**src/rtl/seg_scan_decoder_if.sv**
```systemverilog
`default_nettype none
// +----------------------------------------------------------------------+
// | seg_scan_decoder_if                                                   |
// | Scanned display lines in, rebuilt time bus and status out.            |
// | Rev 1.0                                                               |
// +----------------------------------------------------------------------+
interface seg_scan_decoder_if;
  logic [7:0]  com;
  logic [6:0]  seg;
  logic        dot;
  logic [23:0] time_out;
  logic [5:0]  blank_mask;
  logic [5:0]  dot_mask;
  logic [5:0]  digit_err;
  logic        frame_valid;
  logic        stale;

  modport master (
    output com, seg, dot,
    input  time_out, blank_mask, dot_mask, digit_err, frame_valid, stale
  );

  modport slave (
    input  com, seg, dot,
    output time_out, blank_mask, dot_mask, digit_err, frame_valid, stale
  );
endinterface
`default_nettype wire

```
**src/rtl/seg_scan_decoder.sv**
```systemverilog
`default_nettype none
// +----------------------------------------------------------------------+
// | seg_scan_decoder                                                      |
// | Debounces scanned 7-segment dwells and rebuilds the HH:MM:SS BCD bus. |
// | Rev 1.0                                                               |
// +----------------------------------------------------------------------+
module seg_scan_decoder #(
  parameter int SETTLE  = 4,
  parameter int TIMEOUT = 1000000
) (
  input  logic               clock,
  input  logic               reset,
  seg_scan_decoder_if.slave  bus
);

  localparam logic [7:0]  c_SETTLE     = 8'(SETTLE);
  localparam logic [7:0]  c_SETTLE_M1  = 8'(SETTLE - 1);
  localparam logic [23:0] c_TIMEOUT    = 24'(TIMEOUT);

  logic [7:0]       r_com_s;
  logic [6:0]       r_seg_s;
  logic             r_dot_s;
  logic [7:0]       r_dwell;
  logic             r_done;
  logic [23:0]      r_timer;
  logic [5:0]       r_seen;
  logic [5:0][3:0]  r_nib;
  logic [5:0]       r_blank_sh;
  logic [5:0]       r_err_sh;
  logic [5:0]       r_dot_sh;
  logic [23:0]      r_time;
  logic [5:0]       r_blank;
  logic [5:0]       r_dot;
  logic [5:0]       r_err;
  logic             r_fv;
  logic             r_stale;

  logic [5:0]       w_sel;
  logic             w_onehot;
  logic             w_same;
  logic             w_stable;
  logic             w_capture;
  logic             w_commit;
  logic [3:0]       w_nib;
  logic             w_blank;
  logic             w_err;
  logic [5:0][3:0]  w_nib_m;
  logic [5:0]       w_blank_m;
  logic [5:0]       w_err_m;
  logic [5:0]       w_dot_m;
  logic [23:0]      w_time;

  assign w_sel     = ~bus.com[5:0];
  assign w_onehot  = (w_sel != 6'd0) && ((w_sel & (w_sel - 6'd1)) == 6'd0);
  assign w_same    = ({bus.com, bus.seg, bus.dot} == {r_com_s, r_seg_s, r_dot_s});
  assign w_stable  = w_same && w_onehot;
  // Capture on the edge that would bring the dwell count up to SETTLE.
  assign w_capture = w_stable && !r_done && (r_dwell == c_SETTLE_M1);
  assign w_commit  = w_capture && ((r_seen | w_sel) == 6'h3F);

  always_comb begin
    w_nib   = 4'hF;
    w_blank = 1'b0;
    w_err   = 1'b0;
    case (bus.seg)
      7'b1111110: w_nib = 4'd0;
      7'b0110000: w_nib = 4'd1;
      7'b1101101: w_nib = 4'd2;
      7'b1111001: w_nib = 4'd3;
      7'b0110011: w_nib = 4'd4;
      7'b1011011: w_nib = 4'd5;
      7'b1011111: w_nib = 4'd6;
      7'b1110000: w_nib = 4'd7;
      7'b1111111: w_nib = 4'd8;
      7'b1111011: w_nib = 4'd9;
      7'b0000000: w_blank = 1'b1;
      default:    w_err = 1'b1;
    endcase
  end

  // Shadow contents with the current capture merged in, so a commit sees the sixth digit.
  generate
    for (genvar k = 0; k < 6; k++) begin : g_slot
      assign w_nib_m[k] = (w_capture && w_sel[k]) ? w_nib : r_nib[k];
      assign w_time[23 - 4*k -: 4] = w_nib_m[k];
    end
  endgenerate

  assign w_blank_m = w_capture ? ((r_blank_sh & ~w_sel) | (w_blank ? w_sel : 6'd0)) : r_blank_sh;
  assign w_err_m   = w_capture ? ((r_err_sh & ~w_sel) | (w_err ? w_sel : 6'd0)) : r_err_sh;
  assign w_dot_m   = w_capture ? ((r_dot_sh & ~w_sel) | (bus.dot ? w_sel : 6'd0)) : r_dot_sh;

  always_ff @(posedge clock or negedge reset) begin
    if (!reset) begin
      r_com_s    <= 8'd0;
      r_seg_s    <= 7'd0;
      r_dot_s    <= 1'b0;
      r_dwell    <= 8'd0;
      r_done     <= 1'b0;
      r_timer    <= 24'd0;
      r_seen     <= 6'd0;
      r_nib      <= '0;
      r_blank_sh <= 6'd0;
      r_err_sh   <= 6'd0;
      r_dot_sh   <= 6'd0;
      r_time     <= 24'hFFFFFF;
      r_blank    <= 6'd0;
      r_dot      <= 6'd0;
      r_err      <= 6'd0;
      r_fv       <= 1'b0;
      r_stale    <= 1'b1;
    end else begin
      r_com_s <= bus.com;
      r_seg_s <= bus.seg;
      r_dot_s <= bus.dot;

      if (!w_stable) begin
        r_dwell <= 8'd0;
        r_done  <= 1'b0;
      end else begin
        if (r_dwell != c_SETTLE) r_dwell <= r_dwell + 8'd1;
        if (w_capture) r_done <= 1'b1;
      end

      r_nib      <= w_nib_m;
      r_blank_sh <= w_blank_m;
      r_err_sh   <= w_err_m;
      r_dot_sh   <= w_dot_m;

      if (w_commit) r_seen <= 6'd0;
      else if (w_capture) r_seen <= r_seen | w_sel;

      r_fv <= w_commit;
      if (w_commit) begin
        r_time  <= w_time;
        r_blank <= w_blank_m;
        r_dot   <= w_dot_m;
        r_err   <= w_err_m;
      end

      // Commit beats timeout when both land on the same edge.
      if (w_commit) begin
        r_timer <= 24'd0;
        r_stale <= 1'b0;
      end else if (r_timer != c_TIMEOUT) begin
        r_timer <= r_timer + 24'd1;
        if ((r_timer + 24'd1) == c_TIMEOUT) r_stale <= 1'b1;
      end
    end
  end

  assign bus.time_out    = r_time;
  assign bus.blank_mask  = r_blank;
  assign bus.dot_mask    = r_dot;
  assign bus.digit_err   = r_err;
  assign bus.frame_valid = r_fv;
  assign bus.stale       = r_stale;

endmodule
`default_nettype wire

```
**src/flat_wrapper.sv**
```systemverilog
// flat-port wrapper written by rule: the top's interface ports become plain ports
module seg_scan_decoder_flat 
#(
  parameter int SETTLE  = 4,
  parameter int TIMEOUT = 1000000
)
  (clock, reset, bus_com, bus_seg, bus_dot, bus_time_out, bus_blank_mask, bus_dot_mask, bus_digit_err, bus_frame_valid, bus_stale);
  seg_scan_decoder_if bus_i ();
  input  logic clock;
  input  logic reset;
  input wire logic [$bits(bus_i.com)-1:0] bus_com;
  input wire logic [$bits(bus_i.seg)-1:0] bus_seg;
  input wire logic [$bits(bus_i.dot)-1:0] bus_dot;
  output wire logic [$bits(bus_i.time_out)-1:0] bus_time_out;
  output wire logic [$bits(bus_i.blank_mask)-1:0] bus_blank_mask;
  output wire logic [$bits(bus_i.dot_mask)-1:0] bus_dot_mask;
  output wire logic [$bits(bus_i.digit_err)-1:0] bus_digit_err;
  output wire logic [$bits(bus_i.frame_valid)-1:0] bus_frame_valid;
  output wire logic [$bits(bus_i.stale)-1:0] bus_stale;
  assign bus_i.com = bus_com;
  assign bus_i.seg = bus_seg;
  assign bus_i.dot = bus_dot;
  assign bus_time_out = bus_i.time_out;
  assign bus_blank_mask = bus_i.blank_mask;
  assign bus_dot_mask = bus_i.dot_mask;
  assign bus_digit_err = bus_i.digit_err;
  assign bus_frame_valid = bus_i.frame_valid;
  assign bus_stale = bus_i.stale;
  seg_scan_decoder #(.SETTLE(SETTLE), .TIMEOUT(TIMEOUT)) u_core (.clock(clock), .reset(reset), .bus(bus_i));
endmodule
```
**config.mk**
```make
export PLATFORM = sky130hd
export DESIGN_NAME = seg_scan_decoder_flat
export DESIGN_NICKNAME = d
export VERILOG_FILES = /design/src/rtl/seg_scan_decoder_if.sv /design/src/rtl/seg_scan_decoder.sv /design/src/flat_wrapper.sv
export SDC_FILE = /design/constraint.sdc
export NUM_CORES = 1
export LEC_CHECK = 0
export CAP_MARGIN = 30
export CORE_MARGIN = 2
export CORE_UTILIZATION = 50
export CTS_BUF_LIST = sky130_fd_sc_hd__clkbuf_4
export CTS_CLUSTER_SIZE = 25
export DETAILED_ROUTE_END_ITERATION = 8
export PLACE_DENSITY = 0.68
export SLEW_MARGIN = 10
export SYNTH_ARGS = -nofsm -noshare
export SYNTH_HDL_FRONTEND = slang
export SYNTH_SLANG_ARGS = --single-unit
export TNS_END_PERCENT = 30
```
**constraint.sdc**
```tcl
create_clock -name clock -period 3.1 [get_ports clock]
set_input_delay 0.62 -clock clock [delete_from_list [all_inputs] [get_ports clock]]
set_output_delay 0.62 -clock clock [all_outputs]
set_load 0.05 [all_outputs]
```
==> out/metrics.cfg <==
[floorplanning]
die_w_um=118.4
rows=41
fp.dieH_um=118.4
initial_utilization=0.5147
die_area_um2=14030
ios=62
core_um2=12720

[final_layout]
drive_gt1_frac=0.2811
design_area_um2=7891
syn2layout_area_growth_pct=20.52
nNetsFinal=653
fin_util=0.6203
layout_commonest_cell=dfrtp_1
layout_common_cells=dfrtp_1, mux2_2, nor2_1, clkdlybuf4s50_1, buf_4

[critical_path]
worstPathRequired_ns=3.57
critPathLaunchType=input pin
endpoint=u_core.bus.time_out[3]$_DFFE_PN1P_
reg2reg_from=u_core.r_timer[0]$_DFFE_PN0P_
endpoint_kind=flop
critPathKind=input pin to flop
reg2reg_slack_ns=0.28
arrival_ns=3.32
startpoint=bus_seg[4]
cp_max_fo=6
r2r.worst_path.cells=7
r2r_end=u_core.bus.stale$_DFFE_PN1P_

[yosys]
yosysWarningCount=0
seq_area_frac_synth=0.5437
synthFlopType=dfrtp_1
synth_top_area_share=0.4433
async_flop_share=1.000
synth_edf_count=0
synth_area_per_cell_um2=12.26
synth_area_um2=6548
syn-num-nets=556
synth_area_leader_cell=dfrtp_1
synthTopCellsByArea=dfrtp_1, mux2_2, dfstp_2
synth.distinct_cells=55
ys_seq_elements=141
syn_inst=534

[timing]
rsz0062_at_grt=no
setup_violations=0
worst_slack_ns=0.2546
slew_viol_final=0
post-route-period-util=0.9179
relSlewSlack=0.3489
fin_worst_skew_ns=0.02213
fmaxAchievable_mhz=351.4
worst_pin_slew_ns=0.9664
period_needed_ns=2.845
final_hold_viol_count=0

[place]
placed_cell_area_um2=7624
gp_congestion=0.8916
dp_hpwl_mm=9.706
numPortBuffers=61
dp_slack_ns=-0.2765

[routing]
drt_iter0_markers=234
vias_per_cell=5.414
wirelength_mm=13.63
post-route-drc-count=0
dr.pass1.iters=5
ant_nets=0
vias=4423
wl_per_cell_um=16.68

[clock_network]
h-tree-depth=4
clk_latency_ns=0.55
cts.sinks=141
cts-root-buf=clkbuf_4
postCtsSetupRepairBufs=0
clk_pin_slew_worst_paths_ns=0.10
cts_tree=done
cts_buffer_depth=2
cts_buffers=17

[global_route]
grtUsageTotal=0.2105
gr-total-overflow=0
grt_pass1_vias=4570
grt_pass1_wl_mm=23.18
antenna_found_initial=1
grt_start_max_net_pins=60

[pwr]
irDropWorstVdd_uv=307.8
p_leak_nw=3.532
power_mw=3.094
power.density_nw_per_um2=392.1

[min_path]
hold_path_class=flop to flop
hold_path_depth=2

[status]
status=complete, no violations

[job]
cap_violations=0

==> cell type report <==
type | count | area [um^2]
fillers | 1092 | 4831
flip-flops and latches | 141 | 3560
multi-input cells | 354 | 2781
repair buffers | 105 | 1032
well taps | 172 | 215.2
clock buffers | 21 | 157.7
clock inverters | 11 | 97.59
inverters | 12 | 45.04
diodes | 1 | 2.502
==> stage by stage <==
stage / cells / hold WS, ns / setup TNS (ns)
after global placement: 783 / 0.4711 / -3.693
after CTS: 816 / 0.4963 / 0
after detailed placement: 783 / 0.4759 / -5.580
after floorplan: 534 / 0.3244 / 0
after global routing: 817 / 0.5139 / 0
final: 817 / 0.4873 / 0
==> worst min path at each step <==
| stage | start | to |
|---|---|---|
| floorplan | reset | u_core.bus.blank_mask[0]$_DFFE_PN0P_ |
| global placement | u_core.r_done$_DFFE_PN0P_ | u_core.r_done$_DFFE_PN0P_ |
| detailed placement | u_core.bus.blank_mask[0]$_DFFE_PN0P_ | u_core.bus.blank_mask[0]$_DFFE_PN0P_ |
| CTS | u_core.bus.stale$_DFFE_PN1P_ | u_core.bus.stale$_DFFE_PN1P_ |
| global route | bus_com[6] | u_core.r_com_s[6]$_DFF_PN0_ |
| finish | u_core.bus.stale$_DFFE_PN1P_ | u_core.bus.stale$_DFFE_PN1P_ |
==> synth_stat cells, types with 12 or more instances <==
cell        n
clkbuf_1   13
dfrtp_1   116
dfstp_2    25
inv_1      12
mux2_1     19
mux2_2     65
nand2_1    12
nand3_1    21
nand4_1    18
nor2_1     60
xnor2_1    16
xor2_1     29
==> where the power goes <==
group	leakage [nW]	internal (mW)	switching, mW	total, mW
clock	0.137	0.430	0.652	1.08
sequential	1.83	1.85	0.00502	1.86
combinational	1.56	0.0621	0.0943	0.156
==> state kept, by name (all words and copies together) (netlist names), 7 cells and up <==
signal,count
u_core.r_dwell,8
u_core.r_timer,24
u_core.r_nib,24
u_core.r_seg_s,7
u_core.r_com_s,8
u_core.bus.time_out,24
==> cells by family (layout without fill, tap and decap cells) <==
logic type | count (synthesis) | count (layout) | share of synthesized area
other cells | 0 | 1 | 0
xor+xnor | 45 | 45 | 0.06019
mux | 89 | 89 | 0.1521
simple gates | 179 | 179 | 0.1657
compound gates | 37 | 37 | 0.03918
flops | 141 | 141 | 0.5437
fa+ha+maj | 4 | 4 | 0.007644
buf+inv | 39 | 149 | 0.03153
==> critical path: stages <==
cell and delay [ns]:
clkdlybuf4s50_1 0.46, buf_4 0.16, or4b_2 0.66, a21boi_1 0.29
o21ai_0 0.42, mux2_2 0.44, mux2_2 0.27
==> metal layers <==
metal / wire length (um) / global-route usage
met5: 0 / 0
met4: 194 / 0.08036
met3: 545 / 0.05985
met2: 6587 / 0.3331
met1: 6302 / 0.2757
==> what timing repair did <==
| item | in CTS | in global routing |
|---|---|---|
| hold endpoints to repair | 1 | 0 |
| endpoints found under the setup margin | 0 | 0 |
| hold buffers | 1 | 0 |
| gates resized for setup | 0 | 0 |
Note: power is estimated with default switching activity, not from simulation.
